[config.mk]
export PLATFORM = sky130hd
export DESIGN_NAME = clock_reset_sequencer
export DESIGN_NICKNAME = d
export VERILOG_FILES = /design/src/rtl/clock_reset_sequencer_pkg.sv /design/src/rtl/clock_reset_sequencer_sync.sv /design/src/rtl/clock_reset_sequencer.sv
export SDC_FILE = /design/constraint.sdc
export NUM_CORES = 1
export LEC_CHECK = 0
export CAP_MARGIN = 20
export CORE_MARGIN = 3
export CORE_UTILIZATION = 57
export CTS_CLUSTER_DIAMETER = 100
export DETAILED_ROUTE_END_ITERATION = 10
export DONT_BUFFER_PORTS = 1
export HOLD_SLACK_MARGIN = 0.15
export PLACE_DENSITY_LB_ADDON = 0.08
export SYNTH_ARGS = -nofsm -noshare
export SYNTH_HDL_FRONTEND = slang
export SYNTH_HIERARCHICAL = 1
export SYNTH_SLANG_ARGS = --single-unit
[constraint.sdc]
create_clock -name CLK -period 2.3 [get_ports CLK]
set_input_delay 0.115 -clock CLK [delete_from_list [all_inputs] [get_ports CLK]]
set_output_delay 0.115 -clock CLK [all_outputs]
set_load 0.1 [all_outputs]
[src/rtl/clock_reset_sequencer_pkg.sv]
// Shared types and helpers for the cascaded-PLL bring-up sequencer.
package clock_reset_sequencer_pkg;

  typedef enum logic [2:0] {
    M_RST  = 3'd0,
    M_WAIT = 3'd1,
    M_STAB = 3'd2,
    T_RST  = 3'd3,
    T_WAIT = 3'd4,
    T_STAB = 3'd5,
    RUN    = 3'd6,
    FAIL   = 3'd7
  } seq_state_t;

  // Width of the shared phase counter: enough to hold the largest terminal count.
  function automatic int cnt_width(input int rst_cycles, input int lock_timeout,
                                   input int stable_cycles);
    int m;
    m = rst_cycles;
    if (lock_timeout > m) m = lock_timeout;
    if (stable_cycles > m) m = stable_cycles;
    if (m < 2) return 1;
    return $clog2(m);
  endfunction

endpackage

[src/rtl/clock_reset_sequencer_sync.sv]
// Multi-stage synchronizer for an asynchronous level input; flops clear to 0.
module clock_reset_sequencer_sync #(
  parameter int SYNC_STAGES = 2
) (
  input  logic clk,
  input  logic rst,
  input  logic async_in,
  output logic sync_out
);

  logic [SYNC_STAGES-1:0] stages;

  always_ff @(posedge clk or posedge rst) begin
    if (rst) stages <= '0;
    else     stages <= {stages[SYNC_STAGES-2:0], async_in};
  end

  assign sync_out = stages[SYNC_STAGES-1];

endmodule

[src/rtl/clock_reset_sequencer.sv]
// Brings up the memory PLL, then the TMDS PLL clocked from it, with retry on
// timeout and re-sequencing on lock loss. STATE exposes the FSM for debug.
module clock_reset_sequencer
  import clock_reset_sequencer_pkg::*;
#(
  parameter int RST_CYCLES    = 16,
  parameter int LOCK_TIMEOUT  = 4096,
  parameter int STABLE_CYCLES = 256,
  parameter int MAX_RETRY     = 3,
  parameter int SYNC_STAGES   = 2
) (
  input  logic                           CLK,
  input  logic                           RESET,
  input  logic                           MEM_LOCK,
  input  logic                           TMDS_LOCK,
  input  logic                           RETRY,
  output logic                           MEM_PLL_RESET,
  output logic                           TMDS_PLL_RESET,
  output logic                           MEM_READY,
  output logic                           TMDS_READY,
  output logic                           FAIL,
  output logic [2:0]                     STATE,
  output logic [$clog2(MAX_RETRY+1)-1:0] RETRY_CNT
);

  localparam int CW = cnt_width(RST_CYCLES, LOCK_TIMEOUT, STABLE_CYCLES);
  localparam int RW = $clog2(MAX_RETRY + 1);

  localparam logic [CW-1:0] RST_LAST  = CW'(RST_CYCLES - 1);
  localparam logic [CW-1:0] TO_LAST   = CW'(LOCK_TIMEOUT - 1);
  localparam logic [CW-1:0] STAB_LAST = CW'(STABLE_CYCLES - 1);
  localparam logic [RW-1:0] RETRY_MAX = RW'(MAX_RETRY);

  seq_state_t    state, state_nxt;
  logic [CW-1:0] cnt, cnt_nxt;
  logic [RW-1:0] retry_nxt, retry_inc;
  logic          mlk, tlk;
  logic          fail_attempt, mem_lost;
  logic          mem_rst_nxt, tmds_rst_nxt, mem_rdy_nxt, tmds_rdy_nxt, fail_nxt;

  clock_reset_sequencer_sync #(.SYNC_STAGES(SYNC_STAGES)) u_mem_sync (
    .clk      (CLK),
    .rst      (RESET),
    .async_in (MEM_LOCK),
    .sync_out (mlk)
  );

  clock_reset_sequencer_sync #(.SYNC_STAGES(SYNC_STAGES)) u_tmds_sync (
    .clk      (CLK),
    .rst      (RESET),
    .async_in (TMDS_LOCK),
    .sync_out (tlk)
  );

  assign retry_inc = RETRY_CNT + RW'(1);

  always_comb begin
    state_nxt    = state;
    retry_nxt    = RETRY_CNT;
    fail_attempt = 1'b0;
    mem_lost     = 1'b0;
    case (state)
      M_RST:  if (cnt == RST_LAST) state_nxt = M_WAIT;
      M_WAIT: begin
        if (mlk)                  state_nxt = M_STAB;
        else if (cnt == TO_LAST)  fail_attempt = 1'b1;
      end
      M_STAB: begin
        if (!mlk) fail_attempt = 1'b1;
        else if (cnt == STAB_LAST) begin
          state_nxt = T_RST;
          retry_nxt = '0;
        end
      end
      T_RST: begin
        if (!mlk)                  mem_lost  = 1'b1;
        else if (cnt == RST_LAST)  state_nxt = T_WAIT;
      end
      T_WAIT: begin
        if (!mlk)                 mem_lost     = 1'b1;
        else if (tlk)             state_nxt    = T_STAB;
        else if (cnt == TO_LAST)  fail_attempt = 1'b1;
      end
      T_STAB: begin
        if (!mlk)      mem_lost     = 1'b1;
        else if (!tlk) fail_attempt = 1'b1;
        else if (cnt == STAB_LAST) begin
          state_nxt = RUN;
          retry_nxt = '0;
        end
      end
      RUN: begin
        if (!mlk) mem_lost = 1'b1;
        else if (!tlk) begin
          state_nxt = T_RST;
          retry_nxt = '0;
        end
      end
      clock_reset_sequencer_pkg::FAIL: begin
        if (RETRY) begin
          state_nxt = M_RST;
          retry_nxt = '0;
        end
      end
      default: state_nxt = M_RST;
    endcase

    // Losing the base clock invalidates everything downstream of it.
    if (mem_lost) begin
      state_nxt = M_RST;
      retry_nxt = '0;
    end else if (fail_attempt) begin
      retry_nxt = retry_inc;
      if (retry_inc == RETRY_MAX)          state_nxt = clock_reset_sequencer_pkg::FAIL;
      else if (state inside {M_WAIT, M_STAB}) state_nxt = M_RST;
      else                                 state_nxt = T_RST;
    end

    if (state_nxt != state) cnt_nxt = '0;
    else if (&cnt)          cnt_nxt = cnt;
    else                    cnt_nxt = cnt + CW'(1);

    mem_rst_nxt  = (state_nxt == M_RST) || (state_nxt == clock_reset_sequencer_pkg::FAIL);
    tmds_rst_nxt = !(state_nxt inside {T_WAIT, T_STAB, RUN});
    mem_rdy_nxt  = state_nxt inside {T_RST, T_WAIT, T_STAB, RUN};
    tmds_rdy_nxt = (state_nxt == RUN);
    fail_nxt     = (state_nxt == clock_reset_sequencer_pkg::FAIL);
  end

  always_ff @(posedge CLK or posedge RESET) begin
    if (RESET) begin
      state <= M_RST;
      cnt   <= '0;
    end else begin
      state <= state_nxt;
      cnt   <= cnt_nxt;
    end
  end

  // Outputs are decoded from the next state so they change on the same edge as STATE.
  always_ff @(posedge CLK or posedge RESET) begin
    if (RESET) begin
      MEM_PLL_RESET  <= 1'b1;
      TMDS_PLL_RESET <= 1'b1;
      MEM_READY      <= 1'b0;
      TMDS_READY     <= 1'b0;
      FAIL           <= 1'b0;
      RETRY_CNT      <= '0;
    end else begin
      MEM_PLL_RESET  <= mem_rst_nxt;
      TMDS_PLL_RESET <= tmds_rst_nxt;
      MEM_READY      <= mem_rdy_nxt;
      TMDS_READY     <= tmds_rdy_nxt;
      FAIL           <= fail_nxt;
      RETRY_CNT      <= retry_nxt;
    end
  end

  assign STATE = state;

endmodule

==> results of run 1 <==
sequential cells by signal, indices dropped and copies added (netlist names):
name,cells
cnt,12
STATE,3
RETRY_CNT,2
u_mem_sync/stages,2
u_tmds_sync/stages,2
FAIL,1
MEM_PLL_RESET,1
MEM_READY,1
TMDS_PLL_RESET,1
TMDS_READY,1
stage by stage:
| stage | total power, uW | setup TNS (ps) |
|---|---|---|
| detailed placement | 2480 | 0 |
| CTS | 2800 | 0 |
| floorplan | 2150 | 0 |
| finish | 2930 | 0 |
| global route | 3110 | -173 |
| global placement | 2440 | 0 |
report_power, final:
part           internal [uW]  switching, uW
Clock                    176            136
Combinational            658           1000
Sequential               570            390
cells by family after synthesis:
kind of cell	after synthesis	share of synthesized area, %
buffers and inverters	22	6.87
AND/OR/NAND/NOR	75	29.0
multiplexers	1	0.572
XOR/XNOR	9	4.51
AO/OA/AOI/OAI	46	20.3
adder cells (fa/ha/maj)	2	1.43
flip-flops	26	37.3
synthesized netlist by cell type (2+ instances only):
cell type | n | area share, %
and2_1 | 3 | 1.1
nand4_1 | 7 | 2.5
inv_1 | 10 | 2.1
dfrtp_1 | 24 | 34
buf_6 | 3 | 1.9
nor4b_1 | 2 | 1.0
o21ai_0 | 9 | 2.6
and4_1 | 3 | 1.5
o2111ai_1 | 2 | 1.0
o31ai_1 | 2 | 0.86
o22ai_1 | 3 | 1.1
a22oi_1 | 3 | 1.3
nor2_1 | 9 | 1.9
ha_1 | 2 | 1.4
nand2b_1 | 3 | 1.1
nor4_4 | 2 | 2.4
a31oi_1 | 4 | 1.4
a221o_1 | 3 | 1.7
a21oi_1 | 5 | 1.4
nand3_1 | 6 | 1.7
and3_1 | 4 | 1.4
buf_4 | 2 | 0.86
nor3_2 | 10 | 5.7
buf_2 | 6 | 1.7
nand2_1 | 13 | 2.8
xnor2_1 | 4 | 2.0
nor2b_1 | 3 | 1.1
dfstp_2 | 2 | 3.0
xor2_1 | 5 | 2.5
cell type report:
type | count | area, um^2 | area share (%)
Clock buffer | 3 | 22.5 | 1.09
Multi-Input combinational cell | 133 | 996 | 48.4
Timing Repair Buffer | 30 | 272 | 13.2
Sequential cell | 26 | 661 | 32.1
Inverter | 10 | 37.5 | 1.82
Clock inverter | 1 | 30.0 | 1.46
Tap cell | 31 | 38.8 | 1.89
how the worst min path moves through the flow:
stage	endpoint	depth (start not counted)
after floorplan	u_mem_sync/stages[0]$_DFF_PP0_	1
after global placement	u_mem_sync/stages[0]$_DFF_PP0_	1
after detailed placement	u_mem_sync/stages[0]$_DFF_PP0_	1
after CTS	u_mem_sync/stages[0]$_DFF_PP0_	1
after global routing	u_tmds_sync/stages[0]$_DFF_PP0_	1
final	u_mem_sync/stages[0]$_DFF_PP0_	1
layer usage:
layer  routed length, um  vias up  track usage [%]
met3                 160        6             3.77
li1                    -      716                -
met4                  30        0             5.45
met1                1660      733             26.8
met5                   0        -                0
met2                1990       47             35.5
timing repair:
item / CTS / global route
setup endpoints to repair: 0 / 15
buffers inserted: 0 / 5
endpoints found under the hold margin: 26 / 0
hold buffers: 5 / 0
gates resized for setup: 0 / 8
==> flow_metrics.py, run 1 <==
metrics = {
    "routing": {
        "wl_um": 3840,
        "drc": 0,
        "ant_nets": 0,
        "dr_total_vias": 1502,
        "firstDrtPassIters": 4,
        "vias_per_cell": 6.42,
        "wl_per_cell_um": 16.4,
        "dr.first_iter.drc_count": 100,
    },
    "critical_path": {
        "cp-end-kind": "flop",
        "startpoint": "cnt[10]$_DFFE_PP0P_",
        "crit_required_ps": 2510,
        "endpoint": "cnt[2]$_DFFE_PP0P_",
        "r2r-end": "cnt[2]$_DFFE_PP0P_",
        "path_buf_inv": 1,
        "crit_chain": "nor4_4 -> nand4_1 -> a221o_1 -> and3_4 -> o31ai_4 -> clkbuf_16 -> nor3_2",
        "crit_family": "simple AND/OR/NAND/NOR gates",
        "r2r-start": "cnt[10]$_DFFE_PP0P_",
        "cpMaxStageDelayCell": "dfrtp_1",
        "cp.arrival_ps": 2460,
        "r2r_slack_ps": 50,
        "cp_max_fo": 6,
        "startpoint_type": "flop",
        "critical_path.max_stage_delay_ps": 470,
        "cp.depth": 7,
        "worst-setup-path-type": "reg -> reg",
        "r2r_cells": 7,
    },
    "logic_synthesis": {
        "synth_cells": 181,
        "ys_warn_count": 6,
        "syn_area_per_cell_um2": 9.66,
        "ys_seq_elements": 26,
        "synth_ff_type": "dfrtp_1",
        "synth_cell_type_count": 56,
        "yosysSeqAreaShare_pct": 37.3,
        "synth_nets": 188,
        "synth_edf_count": 0,
        "async_flop_share_pct": 100,
        "synth_area_um2": 1750,
    },
    "run": {
        "timing.max_cap.violations": 0,
    },
    "die": {
        "core-area_um2": 2830,
        "start_util_pct": 61.8,
        "pin_count": 15,
        "row_count": 19,
        "die_area_um2": 3770,
        "dieHeight_um": 61.4,
        "die_w_um": 61.4,
    },
    "min_path": {
        "min_path_type": "in -> reg",
        "hold_path.startpoint": "MEM_LOCK",
    },
    "clock_tree": {
        "cts_sinks": 26,
        "cts_tree": "built",
        "cts_made_buffers": 3,
        "ctsLongestPathBuffers": 2,
        "path_clk_slew_ps": 150,
        "root_buffer": "clkbuf_4",
        "h-tree-depth": 1,
        "clk_latency_ps": 320,
    },
    "place": {
        "place_ws_ps": 71.2,
        "portBuffers": 0,
        "dp_cells": 219,
        "place_congestion": 0.977,
        "hpwlAfterDp_um": 2700,
        "place_area_um2": 1870,
    },
    "sta": {
        "fmax_mhz": 445,
        "fin_ws_ps": 54.7,
        "maxSlewHeadroom_pct": 42.5,
        "maxSlewViolCount": 0,
        "worst_pin_slew_ps": 864,
        "post-route-period-util_pct": 97.6,
        "fin_skew_ps": 15.4,
        "timing.hold.ws_ps": 331,
        "layout_min_cycle_time_ps": 2250,
        "hold_violations": 0,
        "finalSetupViolations": 0,
        "rsz0062_at_grt": "true",
    },
    "grt": {
        "overflow": 0,
        "grt_pass1_wl_um": 5930,
        "grt_util_all_layers_pct": 20.7,
        "antenna_found_initial": 0,
        "grt_max_degree": 23,
        "grt_pass1_vias": 1360,
    },
    "cells_and_area": {
        "syn2layout_area_growth_pct": 17.6,
        "stdcell_count": 234,
        "layout.nets": 211,
        "antennaDiodeCount": 0,
        "layout_commonest_cell": "buf_4",
        "fin_area_um2": 2060,
        "fillers": 211,
        "drive_above_1_share_pct": 31.5,
        "finish.utilization_pct": 72.7,
        "final_cell_mix": "21 x buf_4, 18 x dfrtp_1, 13 x nand2_1, 10 x inv_1, 10 x nor3_2",
    },
    "pwr": {
        "powerDensity_nw_per_um2": 1420,
        "peakVddDrop_uv": 693,
        "cellLeakagePower_uw": 0.000875,
    },
    "outcome": {
        "status": "complete, no violations",
    },
}
(Power assumes the default switching activity.)
==> run 2, diff against run 1 <==
==> constraint.sdc (replaced) <==
create_clock -name CLK -period 2.3 [get_ports CLK]
set_input_delay 0.115 -clock CLK [delete_from_list [all_inputs] [get_ports CLK]]
set_output_delay 0.115 -clock CLK [all_outputs]
set_load 0.005 [all_outputs]
==> run 2 against run 1 <==
Against the previous run:
- sequential power fell by 28%
- cell area fell by 0.73%
- routed wire length rose by 4.1%
- cell count fell by 2.1%
- clock power rose by 4%
- register-to-register slack barely moved
- largest cell class unchanged
- largest power group unchanged
==> flow_metrics.py, run 2 (synthesized netlist as in run 1, its figures left out) <==
metrics = {
    "pwr": {
        "power_switching_uw": 1030,
        "pwr-share-seq_pct": 28.3,
        "sw_frac_of_total_pct": 42.2,
        "power_uw": 2440,
        "powerDensity_nw_per_um2": 1200,
        "power_frac_clock_pct": 13.3,
        "peakVddDrop_uv": 555,
        "p_int_uw": 1410,
        "combPwrFrac_pct": 58.4,
        "cellLeakagePower_uw": 0.000860,
    },
    "die": {
        "pin_count": 15,
        "die_area_um2": 3770,
        "start_util_pct": 61.8,
        "core-area_um2": 2830,
        "row_count": 19,
        "die_w_um": 61.4,
        "dieHeight_um": 61.4,
    },
    "sta": {
        "layout_min_cycle_time_ps": 2250,
        "worst_pin_slew_ps": 812,
        "timing.hold.ws_ps": 313,
        "post-route-period-util_pct": 97.7,
        "maxSlewViolCount": 0,
        "fin_ws_ps": 52.6,
        "finalSetupViolations": 0,
        "fin_skew_ps": 8.88,
        "fmax_mhz": 445,
        "hold_violations": 0,
        "maxSlewHeadroom_pct": 45.8,
    },
    "min_path": {
        "hold_end": "u_tmds_sync/stages[0]$_DFF_PP0_",
        "hold_path_depth": 1,
        "min_path_type": "in -> reg",
        "hold_path.startpoint": "TMDS_LOCK",
    },
    "place": {
        "hpwlAfterDp_um": 2850,
        "portBuffers": 0,
        "place_congestion": 0.907,
        "place_area_um2": 1840,
        "place_ws_ps": 19.0,
    },
    "cells_and_area": {
        "largest_register_ff_count": 12,
        "layout_commonest_cell": "dfrtp_1",
        "regMostFlops": "cnt",
        "fillers": 235,
        "layout.nets": 206,
        "fin_area_um2": 2040,
        "final_cell_mix": "18 x dfrtp_1, 17 x buf_4, 13 x nand2_1, 10 x inv_1, 10 x nor3_2",
        "drive_above_1_share_pct": 30.3,
        "syn2layout_area_growth_pct": 16.7,
        "antennaDiodeCount": 0,
        "finish.utilization_pct": 72.2,
    },
    "clock_tree": {
        "root_buffer": "clkbuf_4",
        "cts_made_buffers": 3,
        "ctsLongestPathBuffers": 2,
        "h-tree-depth": 1,
        "cts_sinks": 26,
        "cts_tree": "built",
        "path_clk_slew_ps": 150,
        "clk_latency_ps": 340,
    },
    "critical_path": {
        "r2r_slack_ps": 50,
        "startpoint_type": "flop",
        "r2r-start": "cnt[7]$_DFFE_PP0P_",
        "crit_required_ps": 2540,
        "r2r_cells": 7,
        "crit_chain": "and4_1 -> and3_1 -> a221o_1 -> and3_4 -> o31ai_4 -> clkbuf_16 -> nor3_2",
        "worst-setup-path-type": "reg -> reg",
        "r2r-end": "cnt[4]$_DFFE_PP0P_",
        "critical_path.max_stage_delay_ps": 460,
        "path_buf_inv": 1,
        "cp.arrival_ps": 2490,
        "cp_max_fo": 6,
        "crit_family": "simple AND/OR/NAND/NOR gates",
        "cp-end-kind": "flop",
        "cp.depth": 7,
        "cpMaxStageDelayCell": "dfrtp_1",
    },
    "grt": {
        "grt_pass1_wl_um": 6230,
        "overflow": 0,
        "antenna_found_initial": 0,
        "grt_util_all_layers_pct": 22.0,
        "grt_pass1_vias": 1374,
        "grt_max_degree": 23,
    },
    "routing": {
        "vias_per_cell": 6.53,
        "wl_per_cell_um": 17.5,
        "dr.first_iter.drc_count": 104,
        "dr_total_vias": 1495,
        "ant_nets": 0,
        "wl_um": 4000,
        "drc": 0,
        "firstDrtPassIters": 4,
    },
    "outcome": {
        "status": "complete, no violations",
    },
    "run": {
        "timing.max_cap.violations": 0,
    },
}
run 2: changes by cell type in the layout (fill, tap and decap cells not counted), sizes merged:
cell / before / now
clkbuf: 5 / 4
buf: 23 / 19
run 2: per-layer routing:
metal | vias up | part of all wire (%) | global-route usage, %
li1 | 706 | - | -
met1 | 718 | 44 | 28.1
met5 | - | 0 | 0
met3 | 10 | 6.9 | 5.87
met2 | 61 | 48 | 35.3
met4 | 0 | 1.7 | 8.79
run 2: area by class of cell:
type / instances / area (um^2) / area share [%]
clock inverter: 1 / 30.0 / 1.47
timing repair buffer: 25 / 243 / 11.9
inverter: 10 / 37.5 / 1.84
sequential: 26 / 661 / 32.4
multi-input combinational: 133 / 1010 / 49.4
tap: 31 / 38.8 / 1.90
clock buffer: 3 / 22.5 / 1.10
run 2: timing repair:
item / 4_1_cts / 5_1_grt
cloned: 0 / 1
endpoints found under the setup margin: 2 / 17
setup buffers: 0 / 4
resized for setup: 1 / 15
pin swaps: 0 / 7
hold buffers: 5 / 0
hold endpoints to repair: 26 / 0
run 2: worst max path at each step:
stage | from | end | slack, ps
2_1_floorplan | cnt[0]$_DFFE_PP0P_ | cnt[2]$_DFFE_PP0P_ | 100
3_3_place_gp | cnt[0]$_DFFE_PP0P_ | cnt[10]$_DFFE_PP0P_ | 120
3_5_place_dp | cnt[0]$_DFFE_PP0P_ | cnt[10]$_DFFE_PP0P_ | 20
4_1_cts | cnt[0]$_DFFE_PP0P_ | cnt[9]$_DFFE_PP0P_ | 30
5_1_grt | cnt[0]$_DFFE_PP0P_ | cnt[6]$_DFFE_PP0P_ | -20
6_report | cnt[7]$_DFFE_PP0P_ | cnt[4]$_DFFE_PP0P_ | 50
run 2: per-stage QoR:
step | instances | setup TNS [ps]
2_1_floorplan | 181 | 0
3_3_place_gp | 215 | 0
3_5_place_dp | 215 | 0
4_1_cts | 224 | 0
5_1_grt | 229 | -123
6_report | 229 | 0
run 2: power by group through the flow:
stage          Combinational [uW]  Clock [uW]  Sequential [uW]
2_1_floorplan                 980           0              635
3_3_place_gp                 1260           0              682
3_5_place_dp                 1280           0              693
4_1_cts                      1290         323              683
5_1_grt                      1550         357              713
6_report                     1430         324              692
==> run 3, diff against run 2 <==
SKIP_CTS_REPAIR_TIMING = 1   (was not set)
SYNTH_HIERARCHICAL = not set   (was 1)
==> run 3 against run 2 <==
Against the previous run:
- the run now ends with setup timing left
- cell area increased by 20%
- maximum frequency fell by 8.1%
- die area rose by 2.7%
- clock skew grew 4.1 ps
- clock power decreased by 38%
- synthesized cell count is 1.7% lower
- worst setup slack worse by 200 ps
- core utilization up 13 points
- worst hold slack better by 25 ps
- critical endpoint is now cnt[3]$_DFFE_PP0P_
==> flow_metrics.py, run 3 <==
metrics = {
    "outcome": {
        "status": "finished, violations left",
        "violations": "setup timing",
    },
    "routing": {
        "wl_um": 5610,
        "vias_per_cell": 6.61,
        "wl_per_cell_um": 21.0,
        "dr.first_iter.drc_count": 194,
        "firstDrtPassIters": 5,
        "routed.top_layer": "met4",
        "dr_wl_met2_um": 2630,
        "drc": 0,
        "drt-met1-wl_um": 2320,
        "wl_met3_um": 426,
        "dr_total_vias": 1764,
        "ant_nets": 0,
    },
    "critical_path": {
        "crit_chain": "ha_4 -> nand3_2 -> or3_4 -> o31ai_4 -> nor3_4 -> or3_4 -> inv_6 -> xnor2_4 -> buf_12 -> nor4_2",
        "cpMaxStageDelayCell": "dfrtp_1",
        "r2r-start": "cnt[0]$_DFFE_PP0P_",
        "critical_path.max_stage_delay_ps": 430,
        "worst-setup-path-type": "reg -> reg",
        "cp.arrival_ps": 2680,
        "r2r_cells": 10,
        "path_buf_inv": 2,
        "cp_max_fo": 6,
        "crit_family": "simple AND/OR/NAND/NOR gates",
        "r2r-end": "cnt[3]$_DFFE_PP0P_",
        "cp-end-kind": "flop",
        "startpoint_type": "flop",
        "r2r_slack_ps": -140,
        "crit_required_ps": 2540,
        "crit_top_cell": "or3_4",
    },
    "clock_tree": {
        "cts_made_buffers": 3,
        "cts_tree": "built",
        "ctsLongestPathBuffers": 2,
        "root_buffer": "clkbuf_4",
        "path_clk_slew_ps": 140,
        "h-tree-depth": 1,
        "cts_sinks": 26,
        "clk_latency_ps": 320,
    },
    "logic_synthesis": {
        "synth_area_um2": 1800,
        "async_flop_share_pct": 100,
        "synth_area_leader_cell": "dfrtp_1",
        "synth_ff_type": "dfrtp_1",
        "synth_cell_type_count": 63,
        "syn_area_per_cell_um2": 10.1,
        "synthTopCellsByArea": "dfrtp_1 33%, nor4_2 6.3%, dfstp_2 2.9%, xnor2_1 2.9%, nand3_1 2.5%",
        "synth_edf_count": 0,
        "netlist.area_leader.share_pct": 33.3,
        "ys_warn_count": 0,
        "synth_cells": 178,
        "synthTopCellsByCount": "24 x dfrtp_1, 11 x nor2_1, 9 x nand3_1, 9 x nor4_2",
        "yosysMostFrequentCell": "dfrtp_1",
        "synth_nets": 185,
        "ys_seq_elements": 26,
        "yosysSeqAreaShare_pct": 36.3,
    },
    "die": {
        "die_w_um": 62.2,
        "core-area_um2": 2880,
        "die_area_um2": 3870,
        "dieHeight_um": 62.2,
        "row_count": 19,
        "start_util_pct": 62.6,
        "pin_count": 15,
    },
    "cells_and_area": {
        "regArea_um2": 657,
        "regMostFlops": "cnt",
        "finish.utilization_pct": 85.3,
        "antennaDiodeCount": 0,
        "fin_area_um2": 2450,
        "final_cell_mix": "46 x buf_4, 21 x dfrtp_1, 11 x nor2_1, 8 x nand3_1",
        "drive_above_1_share_pct": 46.2,
        "fillers": 154,
        "layout_commonest_cell": "buf_4",
        "layout.nets": 233,
        "multi_input_area_um2": 1170,
        "syn2layout_area_growth_pct": 36.2,
        "largest_register_ff_count": 12,
    },
    "pwr": {
        "power_uw": 3040,
        "powerDensity_nw_per_um2": 1240,
        "peakVddDrop_uv": 839,
        "cellLeakagePower_uw": 0.000996,
    },
    "place": {
        "hpwlAfterDp_um": 3400,
        "portBuffers": 0,
        "place_area_um2": 2190,
        "place_congestion": 0.905,
    },
    "sta": {
        "layout_min_cycle_time_ps": 2440,
        "rsz0062_at_grt": "true",
        "maxSlewHeadroom_pct": 34.0,
        "hold_violations": 0,
        "fmax_mhz": 409,
        "fin_setup_tns_ps": -1750,
        "finalSetupViolations": 17,
        "post-route-period-util_pct": 106,
        "fin_skew_ps": 13.0,
        "maxSlewViolCount": 0,
        "worst_pin_slew_ps": 990,
        "fin_ws_ps": -145,
    },
    "grt": {
        "overflow": 0,
        "grt_util_all_layers_pct": 24.0,
        "grt_pass1_vias": 1603,
        "grt_pass1_wl_um": 7590,
        "grt_max_degree": 27,
        "antenna_found_initial": 0,
    },
    "run": {
        "timing.max_cap.violations": 0,
    },
    "min_path": {
        "hold_end": "u_mem_sync.stages[0]$_DFF_PP0_",
        "min_path_type": "in -> reg",
        "hold_path.startpoint": "MEM_LOCK",
        "hold_path_depth": 1,
    },
}
-- run 3: cell types whose count changed in the layout (fill, tap and decap cells not counted), moves of 4 or more --
| cell | before | now |
|---|---|---|
| o21ai_0 | 8 | 4 |
| nor3_2 | 10 | 3 |
| nor4_4 | 2 | 6 |
| nor4_2 | 0 | 6 |
| nand2_1 | 13 | 7 |
| buf_4 | 17 | 46 |
-- run 3: cell type report --
class / instances / area share, %
Clock buffer: 4 / 1.07
Inverter: 8 / 1.43
Multi-Input combinational cell: 130 / 47.7
Sequential cell: 26 / 26.8
Tap cell: 42 / 2.14
Timing Repair Buffer: 57 / 20.9
-- run 3: per-layer routing --
metal	vias up	global-route usage, %
li1	761	-
met1	868	33.1
met2	103	39.8
met3	32	3.24
met4	0	6.63
met5	-	0
-- run 3: stage by stage --
step | hold slack, ps | cells | worst slack (ps)
5_1_grt | 332 | 267 | -244
6_report | 338 | 267 | -145
4_1_cts | -199 | 258 | -242
2_1_floorplan | 146 | 178 | -293
3_5_place_dp | 146 | 254 | -198
3_3_place_gp | 146 | 254 | -153
-- run 3: power breakdown --
part	switching, uW	internal, uW
Sequential	95.5	562
Combinational	1170	1010
Clock	134	67.9
-- run 3: worst max-delay path by stage --
stage                             startpoint  slack (ps)  cells after the start                  to
after global placement    cnt[8]$_DFFE_PP0P_        -150                      7  cnt[8]$_DFFE_PP0P_
after floorplan           cnt[0]$_DFFE_PP0P_        -290                     11  cnt[0]$_DFFE_PP0P_
after detailed placement  cnt[1]$_DFFE_PP0P_        -200                      9  cnt[8]$_DFFE_PP0P_
after global routing      cnt[0]$_DFFE_PP0P_        -240                      9  cnt[3]$_DFFE_PP0P_
after CTS                 cnt[1]$_DFFE_PP0P_        -240                      9  cnt[8]$_DFFE_PP0P_
final                     cnt[0]$_DFFE_PP0P_        -140                     10  cnt[3]$_DFFE_PP0P_
-- run 3: cell families (layout without fill, tap and decap cells) --
| kind of cell | Yosys count | after routing | synth area share (%) |
|---|---|---|---|
| xor gates and xnor gates | 12 | 12 | 6.88 |
| muxes | 3 | 3 | 1.74 |
| adders and majority gates | 2 | 2 | 1.39 |
| buffers and inverters | 22 | 69 | 8.40 |
| AOI/OAI and AO/OA | 35 | 35 | 15.3 |
| and+or+nand+nor | 78 | 78 | 30.1 |
| DFF | 26 | 26 | 36.3 |
